[src/rtl/cache_lru_table.sv]
// cache_lru_table: per-set tree pseudo-LRU state with registered lookup, write-first bypass and flush sweep.
module cache_lru_table #(
  parameter int NSETS   = 256,
  parameter int WAYS    = 2,
  parameter int INDEX_W = $clog2(NSETS)
) (
  input  logic               clock,
  input  logic               reset,
  input  logic               rd_en,
  input  logic [INDEX_W-1:0] rd_index,
  output logic               rd_valid,
  output logic [WAYS-2:0]    rd_lru,
  output logic [WAYS-1:0]    rd_victim,
  input  logic               upd_en,
  input  logic [INDEX_W-1:0] upd_index,
  input  logic [WAYS-1:0]    upd_way,
  input  logic               flush_req,
  output logic               flush_busy
);
  localparam int LW = WAYS - 1;
  localparam logic [INDEX_W-1:0] LAST = INDEX_W'(NSETS - 1);
  typedef enum logic {IDLE, SWEEP} state_t;
  state_t state_q, state_d;
  logic [INDEX_W-1:0] cnt_q, cnt_d;
  logic [LW-1:0] table_q [NSETS];
  logic [LW-1:0] upd_lru, rd_lru_q, rd_lru_d;
  logic rd_valid_q, upd_ok;
  assign upd_ok = upd_en && state_q == IDLE && $onehot(upd_way);
  if (WAYS == 2) begin : g_w2
    assign upd_lru   = upd_way[1];
    assign rd_victim = rd_lru_q[0] ? 2'b01 : 2'b10;
  end else begin : g_w4
    logic [LW-1:0] cur_lru;
    logic w1, w0;
    assign cur_lru   = table_q[upd_index];
    assign w1        = upd_way[2] | upd_way[3];
    assign w0        = upd_way[1] | upd_way[3];
    // only the touched subtree bit changes; the other half keeps its history
    assign upd_lru   = w1 ? {w0, cur_lru[1], 1'b1} : {cur_lru[2], w0, 1'b0};
    assign rd_victim = rd_lru_q[0] ? (rd_lru_q[1] ? 4'b0001 : 4'b0010)
                                   : (rd_lru_q[2] ? 4'b0100 : 4'b1000);
  end
  assign rd_lru_d = state_q == SWEEP ? '0 :
                    (upd_ok && upd_index == rd_index) ? upd_lru : table_q[rd_index];
  always_ff @(posedge clock) begin
    if (!reset) begin
      state_q <= IDLE;
      cnt_q   <= '0;
    end else begin
      state_q <= state_d;
      cnt_q   <= cnt_d;
    end
  end
  always_comb begin
    state_d = state_q == IDLE ? (flush_req ? SWEEP : IDLE) : (cnt_q == LAST ? IDLE : SWEEP);
    cnt_d   = state_q == SWEEP ? cnt_q + INDEX_W'(1) : '0;
  end
  always_comb begin
    flush_busy = state_q == SWEEP;
  end
  always_ff @(posedge clock) begin
    if (!reset) begin
      rd_valid_q <= 1'b0;
      rd_lru_q   <= '0;
      for (int i = 0; i < NSETS; i++) table_q[i] <= '0;
    end else begin
      rd_valid_q <= rd_en;
      if (rd_en) rd_lru_q <= rd_lru_d;
      if (state_q == SWEEP) table_q[cnt_q] <= '0;
      else if (upd_ok) table_q[upd_index] <= upd_lru;
    end
  end
  assign rd_valid = rd_valid_q;
  assign rd_lru   = rd_lru_q;
endmodule

[config.mk]
export PLATFORM = sky130hd
export DESIGN_NAME = cache_lru_table
export DESIGN_NICKNAME = d
export VERILOG_FILES = /design/src/rtl/cache_lru_table.sv
export SDC_FILE = /design/constraint.sdc
export NUM_CORES = 1
export LEC_CHECK = 0
export CAP_MARGIN = 20
export CORE_MARGIN = 5
export CORE_UTILIZATION = 50
export DETAILED_ROUTE_END_ITERATION = 8
export PLACE_DENSITY = 0.65
export SLEW_MARGIN = 20
export SYNTH_ARGS = -nofsm -noshare
export SYNTH_HDL_FRONTEND = slang
export SYNTH_SLANG_ARGS = --single-unit
[constraint.sdc]
create_clock -name clock -period 4 [get_ports clock]
set_input_delay 0.8 -clock clock [delete_from_list [all_inputs] [get_ports clock]]
set_output_delay 0.8 -clock clock [all_outputs]
set_load 0.02 [all_outputs]
==> results.json <==
{
  "synth_top_family_by_area": "compound AO/OA/AOI/OAI gates",
  "async_flop_share": 0,
  "ys_types": 62,
  "clock_path_buffers": 3,
  "drt_iter0_markers": 1025,
  "dieArea_um2": 30030,
  "yosys_warnings": 0,
  "grt_max_degree": 194,
  "fin_nets": 1278,
  "crit_slowest_cell": "clkdlybuf4s50_1",
  "clk_latency_ns": 0.57,
  "num_antenna_cells": 0,
  "cts_hold_buf": 0,
  "final_area_um2": 14650,
  "yosys.area.top_type_share": 0.4009,
  "tns_ns": 0,
  "arrival_ns": 3.55,
  "worst-path-stages": 8,
  "synth_area_leaders": "dfxtp_1, o211ai_1, o31ai_1",
  "antenna_left": 0,
  "grt_pass1_vias": 9938,
  "post_synth_fa_ha_maj_area_fraction": 0.0009384,
  "dr.pass1.iters": 6,
  "post_drt_wl_per_cell_um": 22.76,
  "critical_path_buf_inv_count": 2,
  "p_comb_frac": 0.065,
  "cts.sinks": 267,
  "cts.reportedPaths.clkPinSlew_ns": 0.06,
  "place_area_um2": 13660,
  "post-route-period-util": 0.7803,
  "syn_to_final_growth_pct": 9.881,
  "synthSimpleGateAreaFrac": 0.07122,
  "yosysTopAreaCell": "dfxtp_1",
  "crit_type": "in2reg",
  "cp_cell_sequence": "clkdlybuf4s50_1 -> xnor2_1 -> or3b_1 -> buf_12 -> mux2i_1 -> or3_1 -> o311ai_0 -> o41ai_1",
  "ios": 28,
  "critPathCaptureType": "flip-flop",
  "skew_ns": 0.02450,
  "stdcell_count": 1610,
  "final_hold_viol_count": 0,
  "fill_cells": 2303,
  "htreeDepth": 1,
  "cp_max_fo": 21,
  "fp-row-count": 59,
  "placed_cells": 1557,
  "start_util": 0.5102,
  "grt_setup_unrepaired": "false",
  "wl_mm": 36.64,
  "startpoint_type": "input pin",
  "power.density_nw_per_um2": 389.4,
  "yosys-top-cells-count": "dfxtp_1, o211ai_1, o31ai_1",
  "synth_top_flop_cell": "dfxtp_1",
  "grt_pass1_wl_mm": 58.30,
  "synth.avg_cell_area_um2": 10.12,
  "cts_root_buffer": "clkbuf_16",
  "portBuffers": 27,
  "worst_slew_pin_slew_ns": 0.9695,
  "p_clk_frac": 0.468,
  "drive_above_1_share": 0.1490,
  "dp_hpwl_mm": 22.80,
  "slew_headroom": 0.3537,
  "cts_made_buffers": 29,
  "antenna_found_initial": 0,
  "cap_violations": 0,
  "synth_compound_area_frac": 0.3143,
  "cts_tree": "built",
  "ir_worst_vdd_mv": 0.3365,
  "critical-path-top-delay-family": "simple AND/OR/NAND/NOR gates",
  "p_int_mw": 4.359,
  "gp_congestion": 0.9099,
  "min_delay_path_depth": 2,
  "synth_edf_count": 0,
  "gr-total-overflow": 0,
  "min_path_type": "reg2reg",
  "synth_cells": 1318,
  "drc": 0,
  "syn_area_um2": 13330,
  "timing.final.max_slew_violations": 0,
  "required_ns": 4.43,
  "die_w_um": 173.3,
  "synth_nets": 1342,
  "vias": 10800,
  "reg2reg_depth": 7,
  "max_freq_mhz": 320.4,
  "synth_seq_area_share": 0.4009,
  "post_cts_buffers": 0,
  "power_frac_seq": 0.467,
  "core-area_um2": 26130,
  "switchingPower_mw": 1.346,
  "status": "complete, no violations",
  "max_stage_delay_ns": 0.55,
  "synth.most_common_cell": "dfxtp_1",
  "synthMuxAreaShare": 0.1381,
  "cts_resized": 0,
  "finalCriticalPeriod_ns": 3.121,
  "multiInputGateArea_um2": 7133,
  "viasPerCell": 6.706,
  "leakagePower_nw": 4.648,
  "seq_area_um2": 5345,
  "synth_xor_area_frac": 0.009196,
  "die_h_um": 173.3,
  "synth_seq_cells": 267,
  "grt_use_total": 0.2359,
  "setup_viol": 0,
  "swShare": 0.2359
}
## cell type report
type | count | area share
Tap cell | 335 | 0.02861
Timing Repair Buffer | 85 | 0.05286
Clock buffer | 45 | 0.06046
Clock inverter | 7 | 0.005124
Multi-Input combinational cell | 866 | 0.4868
Inverter | 5 | 0.001281
Sequential cell | 267 | 0.3648
## per-layer routing
layer  up-vias  track usage  part of all wire
li1       5191            -                 -
met1      5238       0.3434              0.46
met2       308       0.3713              0.46
met3        60      0.02879             0.053
met4         0      0.06585             0.029
met5         -            0                 0
## through the flow
| step | hold WS [ns] | util | setup WS (ns) | power, mW |
|---|---|---|---|---|
| after floorplan | 0.4407 | - | 1.216 | 2.972 |
| after global placement | 0.4494 | 0.5228 | 0.3995 | 3.087 |
| after detailed placement | 0.4562 | 0.5228 | 0.3583 | 3.087 |
| after CTS | 0.4687 | 0.5596 | 0.9228 | 5.745 |
| after global routing | 0.4880 | 0.5607 | 0.6671 | 5.876 |
| final | 0.4695 | 0.5607 | 0.8789 | 5.705 |
## cell usage in the layout (no fill, tap or decap), types with 11 or more instances in the layout
| cell | Yosys | final |
|---|---|---|
| o31ai_1 | 231 | 231 |
| clkdlybuf4s50_1 | 0 | 24 |
| dfxtp_1 | 267 | 267 |
| nand2_1 | 45 | 45 |
| o41ai_1 | 17 | 17 |
| o211ai_1 | 233 | 233 |
| clkbuf_16 | 0 | 29 |
| o311ai_0 | 16 | 16 |
| nand2b_1 | 17 | 17 |
| a21oi_1 | 11 | 11 |
| mux4_2 | 42 | 42 |
| xor2_1 | 12 | 12 |
| nor2_1 | 33 | 33 |
| buf_4 | 5 | 55 |
| clkbuf_8 | 0 | 11 |
| mux2i_1 | 62 | 62 |
## tightest hold or removal path, delay by kind of cell, from the launching register on
kind / cells / cell delay (ns)
mux: 1 / 0.05
flops: 1 / 0.31
simple gates: 1 / 0.06
## power groups by stage
stage | clock network [mW] | registers (mW) | logic [mW]
3_3_place_gp | 0 | 2.72 | 0.363
6_report | 2.67 | 2.67 | 0.369
4_1_cts | 2.72 | 2.67 | 0.363
3_5_place_dp | 0 | 2.72 | 0.362
5_1_grt | 2.82 | 2.66 | 0.391
2_1_floorplan | 0 | 2.72 | 0.247
## logic make-up after synthesis
kind of cell | after synthesis
fa+ha+maj | 1
buf+inv | 185
simple gates | 173
mux | 122
xor+xnor | 14
flops | 267
compound gates | 556
## sequential cells by signal, indices dropped and copies added (netlist names)
signal / count
cnt_q: 8
flush_busy: 1
rd_lru: 1
rd_valid: 1
table_q: 256
## final timing paths
kind,from,endpoint,slack [ns]
worst max register to register,flush_busy,table_q[173],1.25
worst min-delay path,table_q[171],table_q[171],0.47
worst max-delay path,upd_way[1],table_q[173],0.88
worst min register to register,table_q[171],table_q[171],0.47
Power figures use the tool's default switching activity.
